`src/rtl/scalar_reg_file_p.sv`:
```
// Scalar register file with two registered read ports, one write port and a
// per-register busy scoreboard (reserve sets, write clears, reserve wins).
module scalar_reg_file_p #(
   parameter int unsigned DATA_W   = 16,
   parameter int unsigned ADDR_W   = 4,
   parameter int unsigned ZERO_REG = 0
) (
   input  logic              clk,
   input  logic              rst_n,
   input  logic              rd_en,
   input  logic [ADDR_W-1:0] rd_addr_1,
   input  logic [ADDR_W-1:0] rd_addr_2,
   output logic [DATA_W-1:0] data_1,
   output logic [DATA_W-1:0] data_2,
   output logic              busy_1,
   output logic              busy_2,
   input  logic              wr_en,
   input  logic [ADDR_W-1:0] wr_dst,
   input  logic [DATA_W-1:0] wr_data,
   input  logic              rsv_en,
   input  logic [ADDR_W-1:0] rsv_dst,
   output logic [ADDR_W:0]   busy_count
);

   localparam int unsigned DEPTH = 1 << ADDR_W;
   localparam int unsigned CNT_W = ADDR_W + 1;
   localparam bit          ZERO_EN = (ZERO_REG != 0);

   logic [DATA_W-1:0] regs [DEPTH];
   logic [DEPTH-1:0]  busy;
   logic [DEPTH-1:0]  busy_nxt;
   logic [DEPTH-1:0]  wr_sel;
   logic [DEPTH-1:0]  rsv_sel;
   logic [CNT_W-1:0]  count_nxt;
   logic              wr_ok;
   logic              rsv_ok;
   logic              zero_1;
   logic              zero_2;
   logic [DATA_W-1:0] rd_val_1;
   logic [DATA_W-1:0] rd_val_2;
   logic              rd_busy_1;
   logic              rd_busy_2;

   // Hardwired-zero register swallows writes and reservations entirely.
   assign wr_ok  = wr_en  && !(ZERO_EN && (wr_dst  == '0));
   assign rsv_ok = rsv_en && !(ZERO_EN && (rsv_dst == '0));
   assign zero_1 = ZERO_EN && (rd_addr_1 == '0);
   assign zero_2 = ZERO_EN && (rd_addr_2 == '0);

   // One-hot write/reserve decode.
   always_comb begin
      wr_sel  = '0;
      rsv_sel = '0;
      for (int i = 0; i < DEPTH; i++) begin
         wr_sel[i]  = wr_ok  && (wr_dst  == ADDR_W'(i));
         rsv_sel[i] = rsv_ok && (rsv_dst == ADDR_W'(i));
      end
   end

   // Post-edge scoreboard: a same-edge reservation overrides the write clear.
   always_comb begin
      busy_nxt  = (busy & ~wr_sel) | rsv_sel;
      count_nxt = '0;
      for (int i = 0; i < DEPTH; i++) begin
         count_nxt = count_nxt + CNT_W'(busy_nxt[i]);
      end
   end

   // Read values including write-through bypass and post-edge busy.
   always_comb begin
      rd_val_1  = regs[rd_addr_1];
      rd_val_2  = regs[rd_addr_2];
      if (wr_ok && (wr_dst == rd_addr_1)) rd_val_1 = wr_data;
      if (wr_ok && (wr_dst == rd_addr_2)) rd_val_2 = wr_data;
      rd_busy_1 = busy_nxt[rd_addr_1];
      rd_busy_2 = busy_nxt[rd_addr_2];
      if (zero_1) begin
         rd_val_1  = '0;
         rd_busy_1 = 1'b0;
      end
      if (zero_2) begin
         rd_val_2  = '0;
         rd_busy_2 = 1'b0;
      end
   end

   // Register storage.
   always_ff @(posedge clk or negedge rst_n) begin
      if (!rst_n) begin
         for (int i = 0; i < DEPTH; i++) begin
            regs[i] <= '0;
         end
      end else begin
         for (int i = 0; i < DEPTH; i++) begin
            if (wr_sel[i]) regs[i] <= wr_data;
         end
      end
   end

   // Scoreboard and its population count.
   always_ff @(posedge clk or negedge rst_n) begin
      if (!rst_n) begin
         busy       <= '0;
         busy_count <= '0;
      end else begin
         busy       <= busy_nxt;
         busy_count <= count_nxt;
      end
   end

   // Read port registers; hold while rd_en is low.
   always_ff @(posedge clk or negedge rst_n) begin
      if (!rst_n) begin
         data_1 <= '0;
         data_2 <= '0;
         busy_1 <= 1'b0;
         busy_2 <= 1'b0;
      end else if (rd_en) begin
         data_1 <= rd_val_1;
         data_2 <= rd_val_2;
         busy_1 <= rd_busy_1;
         busy_2 <= rd_busy_2;
      end
   end

endmodule
```
`config.mk`:
```
export PLATFORM = sky130hd
export DESIGN_NAME = scalar_reg_file_p
export DESIGN_NICKNAME = d
export VERILOG_FILES = /design/src/rtl/scalar_reg_file_p.sv
export SDC_FILE = /design/constraint.sdc
export NUM_CORES = 1
export LEC_CHECK = 0
export CORE_MARGIN = 1.5
export CORE_UTILIZATION = 68
export CTS_BUF_LIST = sky130_fd_sc_hd__clkbuf_4 sky130_fd_sc_hd__clkbuf_8
export DETAILED_ROUTE_END_ITERATION = 12
export PLACE_DENSITY = 0.88
export REMOVE_ABC_BUFFERS = 1
export SLEW_MARGIN = 25
export SYNTH_ARGS = -nofsm -noshare
export SYNTH_HDL_FRONTEND = slang
export SYNTH_SLANG_ARGS = --single-unit
```
`constraint.sdc`:
```
create_clock -name clk -period 7.29 [get_ports clk]
set_input_delay 1.0935 -clock clk [delete_from_list [all_inputs] [get_ports clk]]
set_output_delay 1.0935 -clock clk [all_outputs]
set_load 0.01 [all_outputs]
```
==> results of run 1 <==
synthesized netlist by cell type (all sizes together) (3+ instances only):
| library cell | n |
|---|---|
| dfrtp | 311 |
| mux2 | 240 |
| mux4 | 128 |
| nand2 | 127 |
| buf | 54 |
| clkbuf | 53 |
| nor2b | 35 |
| a211oi | 34 |
| a31oi | 34 |
| a221o | 33 |
| and2 | 33 |
| inv | 27 |
| nor2 | 20 |
| o21ai | 14 |
| fa | 10 |
| xor2 | 10 |
| nand3b | 7 |
| or3 | 6 |
| ha | 5 |
| nand2b | 5 |
| a21oi | 4 |
| nand3 | 4 |
| o221ai | 4 |
| nor4 | 3 |
| o21a | 3 |
| o22ai | 3 |
worst max-delay path, delay by kind of cell:
family,cells,cell delay (ps)
AOI/OAI and AO/OA,2,270
adders and majority gates,6,2590
buffers and inverters,4,930
and+or+nand+nor,4,1090
cell families (layout without fill, tap and decap cells):
logic type	after synthesis	count (layout)	share of synthesized area, %
buf+inv	135	221	3.81
compound gates	147	147	6.73
xor+xnor	12	12	0.627
flops	311	311	46.4
fa+ha+maj	15	15	1.57
mux	368	368	33.3
simple gates	251	251	7.56
layer usage:
| layer | vias to the layer above | GRT usage, % |
|---|---|---|
| li1 | 4744 | - |
| met2 | 678 | 60.1 |
| met3 | 150 | 8.21 |
| met5 | - | 0 |
| met1 | 5980 | 48.5 |
| met4 | 0 | 19.3 |
cells in the final DEF (no fill, tap or decap), drive strengths merged, types with 7 or more instances in the layout:
| cell type | instances |
|---|---|
| xor2 | 10 |
| o21ai | 14 |
| a31oi | 34 |
| nor2b | 35 |
| a221o | 33 |
| inv | 27 |
| nor2 | 20 |
| mux2 | 240 |
| nand3b | 7 |
| clkbuf | 81 |
| and2 | 33 |
| buf | 37 |
| clkdlybuf4s50 | 66 |
| clkinv | 9 |
| fa | 10 |
| mux4 | 128 |
| a211oi | 34 |
| nand2 | 127 |
| dfrtp | 311 |
power by group:
part	total (mW)	switching (mW)	internal, mW
registers	2.43	0.288	2.14
logic	1.66	0.709	0.948
clock network	1.57	0.703	0.866
worst max path at each step:
| stage | slack, ps | end | cells after the start |
|---|---|---|---|
| 3_5_place_dp | 1310 | busy_count[4] | 16 |
| 4_1_cts | 1860 | busy_count[4] | 16 |
| 2_1_floorplan | 2020 | busy_count[4] | 14 |
| 5_1_grt | 1640 | busy_count[4] | 16 |
| 3_3_place_gp | 1390 | busy_count[4] | 16 |
| 6_report | 1830 | busy_count[4] | 16 |
final cells by class:
| class | count | area, sq um | share of cell area, % |
|---|---|---|---|
| multi-input cells | 793 | 8380 | 44.8 |
| flip-flops and latches | 311 | 7780 | 41.6 |
| clock buffers | 81 | 996 | 5.33 |
| repair buffers | 103 | 963 | 5.15 |
| well taps | 324 | 405 | 2.17 |
| inverters | 28 | 105 | 0.562 |
| clock inverters | 9 | 58.8 | 0.315 |
sequential cells by signal, indices dropped and copies added (netlist names):
name	flops
busy	16
busy_1	1
busy_2	1
busy_count	5
data_1	16
data_2	16
regs	256
==> results.md, run 1 <==
| Metric | Value |
| --- | --- |
| Path type of the worst min-delay path | primary input to asynchronous set/reset pin |
| Startpoint types | primary input |
| Achievable Freq | 183 MHz |
| Cell Rows | 57 |
| P_leak | 7.87 nW |
| Start point of the critical path | wr_dst[2] |
| Post-route non-filler standard cell count | 1649 |
| Setup WS post-layout | 1830 ps |
| Most area-hungry cell type in the Yosys netlist | sky130_fd_sc_hd__dfrtp_1 |
| Via count | 11600 |
| CP cell instances | clkdlybuf4s50_1, nand3_2, or2_2, nand2_1, o21ai_0, fa_1, inv_1, fa_1, fa_1, fa_1, inv_1, ha_1, inv_1, fa_1, nor2b_1, o21a_1 |
| Final Hold Slack | 419 ps |
| Number of enable flip-flop cells after synthesis | 0 |
| Type of element capturing the critical path | flip-flop |
| Number of warnings printed during yosys synthesis | 0 |
| Arrival time at the worst endpoint | 5960 ps |
| Proportion of synthesized chip area in sequential cells | 46.4% |
| Number of I/O port buffers | 75 |
| Aggregate global routing overflow | 0 |
| CTS tree | done |
| First-pass iteration count of the detailed router | 5 |
| Worst-Skew Late Latency | 600 ps |
| Number of hold-repair buffers added at the cts stage | 0 |
| Pins over their slew limit | 0 |
| Die Span Y | 160 um |
| Ports | 76 |
| Wl on met1 | 17000 um |
| Synth Register Bits | 311 |
| Count of placed standard cells including taps | 1558 |
| Vias in the first global route | 12600 |
| Antenna-violating nets left | 0 |
| Cell Pwr Density | 302 nW/um^2 |
| Signed area change from the synthesized netlist to the final layout | 11.5% |
| Count of buffers added by post-CTS timing repair for setup | 0 |
| Worst r2r src | busy[11] |
| Detail-routed net length per standard cell | 27.5 um |
| Drt drc | 0 |
| RR Endpoint | busy_count[4] |
| Required time reported for the critical path endpoint | 7790 ps |
| Initial cell density of the core | 69.2% |
| Worst vdd ir | 0.000192 V |
| Cell at the root of the clock tree | sky130_fd_sc_hd__clkbuf_8 |
| Post-DR vias/cell | 7.01 |
| Initial detailed-routing violation count | 1101 |
| Highest metal layer with signal wires | met4 |
| Maximum fanout count along the critical path | 19 |
| FF-to-FF path depth | 13 |
| Share of the clock period used by the worst path | 74.9% |
| Worst setup timing slack at the placement stage | 1310 ps |
| Type of the worst setup path | primary input to flip-flop |
| Slowest-stage cell, CP | sky130_fd_sc_hd__clkdlybuf4s50_1 |
| Worst-case clock buffer depth | 3 |
| Total length of routed met3 wires | 4220 um |
| Number of antenna violations at the first check in global routing | 0 |
| Sum of met2 wire segment lengths after detailed routing | 22200 um |
| Core region area | 24200 sq um |
| Cell types with the largest area share after synthesis | sky130_fd_sc_hd__dfrtp_1 46%, sky130_fd_sc_hd__mux4_2 17%, sky130_fd_sc_hd__mux2_2 16% |
| Delay contributed by the slowest stage of the critical path | 740 ps |
| Die Footprint | 25600 sq um |
| Post-layout total power | 5.65 mW |
| Critical Path Most Common Cell | sky130_fd_sc_hd__fa_1 |
| Outcome | complete, no violations |
| First-pass GRT wire length | 71800 um |
| Post-cts repair resize count | 0 |
| Worst slew margin relative to its limit | 23.2% |
| Weighted congestion at the end of routability-driven global placement | 0.881 |
| Unrepaired setup endpoints after global routing | false |
| Number of levels in the clock H-tree | 2 |
| Minimum period implied by the final worst setup slack | 5460 ps |
| Setup slack of the most critical reg-to-reg path | 3450 ps |
| Reg clk slew, reported paths | 60 ps |
| Die X | 160 um |
| Avg Synthesized Cell Area | 13.5 sq um |
| GRT Overall Usage | 37.4% |
| DP Area | 17600 sq um |
| Final hold vios | 0 |
| Summed area of non-filler cells in the final layout | 18700 sq um |
| Final setup violation count | 0 |
| Clk_skew | 31.6 ps |
| Unique cell type count in the Yosys netlist | 60 |
| Total number of clock tree sinks | 311 |
| Top-area cell type share of the netlist area | 46.4% |
| Maximum number of pins on one net before global-route repair | 186 |
| Worst-margin pin slew | 1150 ps |
| HPWL after DPL | 26900 um |
| Ys flop type | sky130_fd_sc_hd__dfrtp_1 |
| Cell area after synthesis | 16800 sq um |
| Antenna diode count | 0 |
| Layout cell share with drive strength beyond 1 | 39.2% |
| Total negative slack | 0 ps |
| Final core utilization | 77.1% |
| Detailed-route wire length | 45400 um |
| Number of buffers created by CTS | 52 |
| # fillers | 1474 |
| Share of flip-flops with an asynchronous set or reset after synthesis | 100% |
| Max Cap Viol | 0 |
| Final #Nets | 1341 |
| Gate count of the mapped netlist | 1239 |
No activity file was read; power rests on OpenSTA's default activity.
==> run 2, diff against run 1 <==
--- a/config.mk
+++ b/config.mk
@@ -6,10 +6,10 @@
 export NUM_CORES = 1
 export LEC_CHECK = 0
 export CORE_MARGIN = 1.5
-export CORE_UTILIZATION = 68
+export CORE_UTILIZATION = 63
 export CTS_BUF_LIST = sky130_fd_sc_hd__clkbuf_4 sky130_fd_sc_hd__clkbuf_8
 export DETAILED_ROUTE_END_ITERATION = 12
-export PLACE_DENSITY = 0.88
+export PLACE_DENSITY = 0.83
 export REMOVE_ABC_BUFFERS = 1
 export SLEW_MARGIN = 25
 export SYNTH_ARGS = -nofsm -noshare
==> constraint.sdc (replaced) <==
create_clock -name clk -period 5.7 [get_ports clk]
set_input_delay 0.855 -clock clk [delete_from_list [all_inputs] [get_ports clk]]
set_output_delay 0.855 -clock clk [all_outputs]
set_load 0.01 [all_outputs]
==> run 2 against run 1 <==
Against the previous run: wire length about the same; critical path depth unchanged; combinational power increased by 27%; hold slack worse by 230 ps; clock power grew 38%; largest cell class unchanged.
==> results.md, run 2 (synthesized netlist as in run 1, its figures left out) <==
| Metric | Value | Change |
| --- | --- | --- |
| Outcome | complete, no violations |  |
| Total number of clock tree sinks | 311 | unchanged |
| HPWL after DPL | 26000 um | -3.1% |
| DP Area | 17700 sq um | +0.62% |
| Via count | 11600 | +0.095% |
| CTS tree | done |  |
| Unrepaired setup endpoints after global routing | false |  |
| Worst slew margin relative to its limit | 32.9% | +9.7 points |
| Worst r2r src | busy[9] |  |
| Detailed-route wire length | 45500 um | about the same |
| Cell at the root of the clock tree | sky130_fd_sc_hd__clkbuf_8 |  |
| Summed area of non-filler cells in the final layout | 18900 sq um | +1.2% |
| Most frequent standard cell in the layout excluding fill and tap cells | sky130_fd_sc_hd__dfrtp_1 |  |
| Signed area change from the synthesized netlist to the final layout | 12.8% |  |
| Total negative slack | 0 ps | unchanged |
| Detail-routed net length per standard cell | 27.2 um | -1.4% |
| Pins over their slew limit | 0 | unchanged |
| Worst-margin pin slew | 1010 ps | -145 ps |
| Post-cts repair resize count | 0 | unchanged |
| Cell Rows | 59 | +3.5% |
| Die X | 166 um | +3.8% |
| Drt drc | 0 | unchanged |
| Type of the worst setup path | primary input to flip-flop |  |
| Final hold vios | 0 | unchanged |
| RR Endpoint | busy_count[4] |  |
| Final #Nets | 1350 | +0.67% |
| Reg clk slew, reported paths | 60 ps | about the same |
| P_leak | 7.97 nW | +1.3% |
| Achievable Freq | 204 MHz |  |
| Antenna-violating nets left | 0 | unchanged |
| Number of I/O port buffers | 75 | unchanged |
| Path type of the worst min-delay path | primary input to asynchronous set/reset pin |  |
| Core region area | 26100 sq um | +7.5% |
| First-pass iteration count of the detailed router | 5 | unchanged |
| Most flop-heavy register | regs |  |
| Required time reported for the critical path endpoint | 6210 ps | -1580 ps |
| Worst vdd ir | 0.000293 V | +53% |
| Worst-case clock buffer depth | 3 | unchanged |
| Number of levels in the clock H-tree | 2 | unchanged |
| Number of flip-flops in the largest register | 256 | unchanged |
| Initial detailed-routing violation count | 1133 | +2.9% |
| Worst-Skew Late Latency | 590 ps | about the same |
| Maximum fanout count along the critical path | 7 | -12 |
| Minimum period implied by the final worst setup slack | 4910 ps |  |
| Initial cell density of the core | 64.4% | -4.8 points |
| Die Span Y | 166 um | +3.8% |
| Count of buffers added by post-CTS timing repair for setup | 0 | unchanged |
| Most frequent cells in the layout | 311 x sky130_fd_sc_hd__dfrtp_1, 240 x sky130_fd_sc_hd__mux2_2, 128 x sky130_fd_sc_hd__mux4_2, 125 x sky130_fd_sc_hd__nand2_1, 73 x sky130_fd_sc_hd__clkbuf_8 |  |
| Maximum number of pins on one net before global-route repair | 130 | -30% |
| Startpoint types | primary input |  |
| Max Cap Viol | 0 | unchanged |
| Share of the clock period used by the worst path | 86.2% |  |
| Post-DR vias/cell | 6.91 | -1.3% |
| Number of buffers created by CTS | 52 | unchanged |
| Clk_skew | 21.1 ps | -10.5 ps |
| Number of antenna violations at the first check in global routing | 1 | +1 |
| Arrival time at the worst endpoint | 5430 ps | -530 ps |
| GRT Overall Usage | 34.1% | -3.3 points |
| Antenna diode count | 0 | unchanged |
| Vias in the first global route | 12100 | -3.2% |
| Aggregate global routing overflow | 0 | unchanged |
| Weighted congestion at the end of routability-driven global placement | 0.932 | +5.8% |
| Type of element capturing the critical path | flip-flop |  |
| Die Footprint | 27600 sq um | +7.8% |
| Ports | 76 | unchanged |
| Final setup violation count | 0 | unchanged |
| Number of hold-repair buffers added at the cts stage | 0 | unchanged |
| Layout cell share with drive strength beyond 1 | 39.8% | +0.67 points |
| First-pass GRT wire length | 71700 um | about the same |
| Setup slack of the most critical reg-to-reg path | 1830 ps | -1620 ps |
| FF-to-FF path depth | 13 | unchanged |
| Cell Pwr Density | 389 nW/um^2 | +29% |
-- run 2: cell types whose count changed in the layout (fill, tap and decap cells not counted), sizes merged --
cell / change
clkinv: -5
buf: +9
clkbuf: +8
inv: +1
-- run 2: critical path, stage by stage --
cell and delay, ps:
sky130_fd_sc_hd__clkdlybuf4s50_1 730, sky130_fd_sc_hd__nand3_2 240, sky130_fd_sc_hd__or2_2 350, sky130_fd_sc_hd__nand2_1 70, sky130_fd_sc_hd__o21ai_0 140, sky130_fd_sc_hd__fa_1 540, sky130_fd_sc_hd__inv_1 60, sky130_fd_sc_hd__fa_1 470
sky130_fd_sc_hd__fa_1 540, sky130_fd_sc_hd__fa_1 400, sky130_fd_sc_hd__inv_1 70, sky130_fd_sc_hd__ha_1 160, sky130_fd_sc_hd__inv_1 70, sky130_fd_sc_hd__fa_1 470, sky130_fd_sc_hd__nor2b_1 140, sky130_fd_sc_hd__o21a_1 110
-- run 2: where the power goes --
group	internal [mW]	total, mW	switching (mW)
clock	1.24	2.16	0.918
combinational	1.21	2.11	0.896
sequential	2.74	3.10	0.361
-- run 2: per-stage QoR --
step / cells / util, % / total power [mW] / setup slack [ps] / hold slack (ps)
2_1_floorplan: 1132 / - / 4.48 / 671 / 457
3_3_place_gp: 1578 / 68.0 / 5.07 / 341 / 471
3_5_place_dp: 1578 / 68.0 / 5.22 / 265 / 491
4_1_cts: 1672 / 72.5 / 7.38 / 845 / 419
5_1_grt: 1673 / 72.6 / 7.77 / 557 / 206
6_report: 1673 / 72.6 / 7.36 / 787 / 194
-- run 2: worst max path at each step --
stage,start,endpoint,slack (ps),cells after the start
2_1_floorplan,wr_dst[2],busy_count[4],670,14
4_1_cts,wr_dst[2],busy_count[4],850,16
3_3_place_gp,wr_dst[2],busy_count[4],340,16
6_report,wr_dst[2],busy_count[4],790,16
5_1_grt,wr_dst[2],busy_count[4],560,16
3_5_place_dp,wr_dst[2],busy_count[4],270,16
-- run 2: final cells by class --
class	instances	area (sq um)
Fill cell	1721	7150
Sequential cell	311	7780
Multi-Input combinational cell	793	8390
Inverter	28	105
Clock inverter	5	38.8
Clock buffer	89	1120
Tap cell	335	419
Timing Repair Buffer	112	1060
-- run 2: metal layers --
metal,wire length [um],global-route usage [%]
met5,14,0
met4,1370,12.2
met3,4040,7.75
met2,22000,53.9
met1,18100,47.1
==> RTL edit 1 (flow settings as in run 1) <==
Register the output `data_1` once more, cleared by the reset; this adds one clock of latency there. The other outputs are not delayed to match.
--- a/src/rtl/scalar_reg_file_p.sv
+++ b/src/rtl/scalar_reg_file_p.sv
@@ -25,6 +25,8 @@
    localparam int unsigned DEPTH = 1 << ADDR_W;
    localparam int unsigned CNT_W = ADDR_W + 1;
    localparam bit          ZERO_EN = (ZERO_REG != 0);
+
+   logic [DATA_W-1:0] data_1_s0;
 
    logic [DATA_W-1:0] regs [DEPTH];
    logic [DEPTH-1:0]  busy;
@@ -111,16 +113,24 @@
    // Read port registers; hold while rd_en is low.
    always_ff @(posedge clk or negedge rst_n) begin
       if (!rst_n) begin
-         data_1 <= '0;
+         data_1_s0 <= '0;
          data_2 <= '0;
          busy_1 <= 1'b0;
          busy_2 <= 1'b0;
       end else if (rd_en) begin
-         data_1 <= rd_val_1;
+         data_1_s0 <= rd_val_1;
          data_2 <= rd_val_2;
          busy_1 <= rd_busy_1;
          busy_2 <= rd_busy_2;
       end
    end
 
+   always_ff @(posedge clk or negedge rst_n) begin
+      if (!rst_n) begin
+         data_1 <= '0;
+      end else begin
+         data_1 <= data_1_s0;
+      end
+   end
+
 endmodule
Function: changed (a bounded check fails within 4 cycles, from zero or initial values and one cycle with rst_n low).
==> RTL edit 1 against run 1 <==
- total power increased by 3.4%
- sequential cell count up 16
- largest power group unchanged
- wire length is 3.8% lower
- clock skew decreased by 20 ps
- non-clock buffer count down 4
- sequential power is 5% higher
- design area increased by 2.1%
- setup slack better by 290 ps
- critical path type unchanged
- synthesized cell count fell by 4.2%
- synthesized area increased by 1.8%
==> RTL edit 1: results (changes against run 1) <==
Pwr
  • P_clk: 0.00166 W (+6%)
  • P_leak: 8.202 nW (+4.2%)
  • Peak VDD IR: 0.3252 mV (+70%)
  • Pint: 0.004147 W (+4.9%)
  • Sw frac: 29.03% (-1.0 points)

Placed design
  • RePlAce Congestion: 0.9080 (+3.0%)
  • Placement Cell Area: 17970 µm² (+2.1%)
  • Dpl hpwl: 24010 µm (-11%)
  • Pre-CTS setup slack: 1549 ps (+240.4 ps)
  • Placed Cells: 1504 (-3.5%)

STA
  • F_max: 0.1933 GHz (+5.6%)
  • Min Hold Slack: 383.7 ps (-35.70 ps)
  • Worst slew pin tran: 1154 ps (+2.072 ps)

CTS
  • Clk_lat worst skew: 580 ps (-20 ps)

Min path
  • End of the worst hold path: data_1[6]$_DFF_PN0_
  • Worst hold path class: reg -> reg

Layout
  • Most flop-heavy register: regs
  • NumNets Final: 1286 (-4.1%)
  • Layout cells sized above 1: 42.72% (+3.6 points)

Logic synthesis
  • Proportion of synthesized area in mux cells: 35.90% (+2.6 points)
  • Main area contributors after synthesis: dfrtp_1, mux2_2, mux4_2
  • Most common library cells after synthesis: dfrtp_1, mux2_2, mux4_2, nand2_1, clkbuf_1
  • Gate Count Post-Synth: 1187 (-4.2%)
  • Adder-cell share of the synthesized area: 1.539% (-0.028 points)
  • Sequential share of the synthesized area: 47.93% (+1.5 points)
  • Post-Synth XOR/XNOR Area: 0.5130% (-0.11 points)
  • Synth Area in Compound Gates: 5.797% (-0.93 points)
  • Library cells used by synthesis: 57 (-5.0%)

Drt
  • Detailed Route WL: 43710 µm (-3.8%)
  • Drt wl/cell: 27.38 µm (-0.60%)
  • Initial DRC count: 1156 (+5.0%)
  • Drt first pass iters: 5 (unchanged)

Critical path
  • CP peak stage delay: 740 ps (about the same)
  • Crit path launch: wr_en
  • WP data arrival: 5690 ps (-270 ps)
  • Reg2Reg Setup Slack: 3540 ps (+90 ps)
  • Crit-path slowest cell: clkdlybuf4s50_1
  • Crit-path max FO: 9 (-10)

Global routing
  • Number of global-route vias before repair: 11830 (-5.8%)
  • Largest net degree at the start of global routing: 167 (-10%)
  • First-pass GRT wire length: 68370 µm (-4.7%)
  • Gr usage total: 35.07% (-2.3 points)

Outcome
  • Outcome: complete, no violations
## RTL edit 1: cell type report
cell class	instances	area (µm²)
antenna	1	2.502
sequential	327	8183
clock inverter	13	118.9
inverter	25	93.84
clock buffer	78	992.2
timing repair buffer	99	913.4
tap	324	405.4
fill	1408	5369
multi-input combinational	729	8384
## RTL edit 1: metal layers
layer / track usage [%] / share of wire (%) / up-vias
met1: 48.63 / 40 / 5929
met4: 17.17 / 4.2 / 0
met3: 8.731 / 9.2 / 135
met5: 0 / 0 / -
li1: - / - / 4612
met2: 52.67 / 46 / 618
## RTL edit 1: logic make-up after synthesis
group,count (synthesis)
AND/OR/NAND/NOR,167
multiplexers,417
buffers and inverters,131
AO/OA/AOI/OAI,120
XOR/XNOR,10
flip-flops,327
adder cells (fa/ha/maj),15
==> RTL edit 2 (flow settings as in run 1) <==
Made on the original files. Set the parameter `ADDR_W` to 6 (it was 4).
--- a/src/rtl/scalar_reg_file_p.sv
+++ b/src/rtl/scalar_reg_file_p.sv
@@ -2,7 +2,7 @@
 // per-register busy scoreboard (reserve sets, write clears, reserve wins).
 module scalar_reg_file_p #(
    parameter int unsigned DATA_W   = 16,
-   parameter int unsigned ADDR_W   = 4,
+   parameter int unsigned ADDR_W   = 6,
    parameter int unsigned ZERO_REG = 0
 ) (
    input  logic              clk,
Ports: changed (5 resized); port bits go from 76 to 86. No check against the original RTL was run, so the function may have changed too.
==> RTL edit 2 against run 1 <==
- combinational power grew to 6.7 times the old value
- non-clock buffer count grew 297
- wire length grew to 4.0 times the old value
- synthesized area grew to 3.7 times the old value
- utilization shrank 0.36 points
- design area grew to 3.7 times the old value
- sequential power grew to 3.3 times the old value
- critical path depth grew 8
- sequential share of layout area shrank 0.73 points
- clock skew grew 5.2 ps
- total power grew to 4.4 times the old value
- register-to-register slack lost 2300 ps
- sequential cell count grew 818
- setup slack lost 1600 ps
- largest power group is now combinational logic
==> RTL edit 2: results (changes against run 1) <==
Layout
  • Synth-to-layout area growth: 11.80%
  • Biggest regs: regs: 1024 flops, busy: 64 flops
  • NumNets Final: 4283 (+220%)
  • Fill cells: 5173 (+250%)
  • Layout cells sized above 1: 56.09% (+17 points)

Critical path
  • CP peak stage delay: 610 ps (-130 ps)
  • Worst r2r src: busy[35]$_DFF_PN0_
  • Reg2Reg Setup Slack: 1170 ps (-2280 ps)
  • R2R Path End: busy_count[6]$_DFF_PN0_
  • Path depth of the worst reg2reg path: 21 (+8)
  • Family with the most delay on the worst path: adder cells
  • Crit-path slowest cell: fa_2
  • Crit-path max FO: 8 (-11)

Global routing
  • GR Util met1: 55.08% (+6.6 points)
  • Gr usage total: 40.29% (+2.9 points)
  • Met2 Use GR: 60.95% (+0.87 points)
  • GRT met3 Usage: 11.85% (+3.6 points)
  • First-pass GRT wire length: 273000 µm (+280%)
  • Number of global-route vias before repair: 42340 (+240%)
  • Initial antenna violation count: 11 (+11)
  • Global route total overflow: 0 (unchanged)
  • Largest net degree at the start of global routing: 185 (-0.54%)

CTS
  • Clock Root Buffer: clkbuf_8
  • Clk pin slew, worst setup/hold paths: 70 ps
  • CTS buffer count: 181 (+250%)
  • Bufs on Longest Clock Path: 3 (unchanged)
  • H-tree depth: 4 (+2)
  • Clk_lat worst skew: 880 ps (+280 ps)

Drt
  • Detailed Route WL: 182300 µm (+300%)
  • Total number of vias: 40410 (+250%)
  • Initial DRC count: 4928 (+350%)
  • Drt first pass iters: 7 (+2)

Placed design
  • Placement Cell Area: 65010 µm² (+270%)
  • Dpl hpwl: 112800 µm (+320%)
  • Port bufs: 85 (+13%)
  • RePlAce Congestion: 1.032 (+17%)

Logic synthesis
  • Synth Area in Compound Gates: 2.080% (-4.6 points)
  • Post-synth ARST share: 100.0% (unchanged)
  • Adder-cell share of the synthesized area: 2.054% (+0.49 points)
  • Proportion of synthesized area in mux cells: 43.37% (+10 points)
  • Library cells used by synthesis: 65 (+8.3%)
  • Post-Synth XOR/XNOR Area: 0.2268% (-0.40 points)
  • Sequential share of the synthesized area: 45.73% (-0.67 points)
  • Most common library cells after synthesis: dfrtp_1, mux2_2, mux4_2, clkbuf_1, nand2_1
  • Main area contributors after synthesis: dfrtp_1, mux4_2, mux2_2
  • Yosys warnings: 0 (unchanged)

Min path
  • Worst hold path class: in -> async

Pwr
  • Net Sw Power: 0.008435 W (+400%)
  • P_leak: 31.25 nW (+300%)
  • Peak VDD IR: 1.852 mV (+870%)

STA
  • Min Hold Slack: 247.6 ps (-171.9 ps)
  • Worst slew pin tran: 1018 ps (-134.1 ps)
  • Clock skew: 36.77 ps (+5.172 ps)

Outcome
  • Outcome: complete, no violations
-- RTL edit 2: cell types whose count changed after synthesis, sizes merged, moves of 47 or more --
cell | before | now
clkbuf | 53 | 289
dfrtp | 311 | 1129
nor2 | 20 | 67
mux4 | 128 | 684
mux2 | 240 | 1008
inv | 27 | 105
buf | 54 | 111
nand2 | 127 | 226
-- RTL edit 2: kinds of logic after synthesis --
logic type / Yosys count
muxes: 1696
DFF: 1129
buffers and inverters: 509
and+or+nand+nor: 397
AOI/OAI and AO/OA: 170
adders and majority gates: 69
xor gates and xnor gates: 16
-- RTL edit 2: metal layers --
| layer | part of all wire [%] | vias up |
|---|---|---|
| li1 | - | 15750 |
| met1 | 37 | 21590 |
| met2 | 47 | 2427 |
| met3 | 11 | 641 |
| met4 | 4.9 | 6 |
| met5 | 0.019 | - |
-- RTL edit 2: area by class of cell --
class / count / share of cell area [%]
Antenna cell: 4 / 0.01449
Clock inverter: 31 / 0.3804
Inverter: 109 / 0.6069
Sequential cell: 1129 / 40.90
Clock buffer: 287 / 5.184
Timing Repair Buffer: 400 / 5.079
Tap cell: 1176 / 2.130
Multi-Input combinational cell: 2348 / 45.70
-- RTL edit 2: what timing repair did --
action	CTS	global route
hold endpoints to repair	0	0
hold buffers	0	0
resized for setup	0	42
endpoints found under the setup margin	0	4
setup buffers	0	3
-- RTL edit 2: stage by stage --
step	setup TNS, ps	std cells	worst slack, ps
after detailed placement	-3540	5157	-825.8
after CTS	0	5475	88.06
after global routing	0	5482	3.846
after floorplan	-3363	3586	-857.4
final	0	5484	254.9
after global placement	-3299	5155	-783.3
-- RTL edit 2: power by group through the flow --
stage | Combinational [W] | Clock [W] | Sequential (W)
6_report | 0.0111 | 0.00581 | 0.00794
5_1_grt | 0.0121 | 0.00612 | 0.00802
4_1_cts | 0.0109 | 0.00584 | 0.00791
2_1_floorplan | 0.00680 | 0 | 0.00779
3_5_place_dp | 0.0108 | 0 | 0.00800
3_3_place_gp | 0.0104 | 0 | 0.00790
-- RTL edit 2: worst max-delay path by stage --
stage / from / endpoint / cells after the start
4_1_cts: wr_dst[0] / busy_count[6]$_DFF_PN0_ / 24
2_1_floorplan: wr_dst[4] / busy_count[6]$_DFF_PN0_ / 21
3_5_place_dp: wr_dst[0] / busy_count[6]$_DFF_PN0_ / 24
3_3_place_gp: wr_dst[0] / busy_count[6]$_DFF_PN0_ / 24
5_1_grt: wr_dst[5] / busy_count[6]$_DFF_PN0_ / 25
6_report: wr_dst[5] / busy_count[6]$_DFF_PN0_ / 24
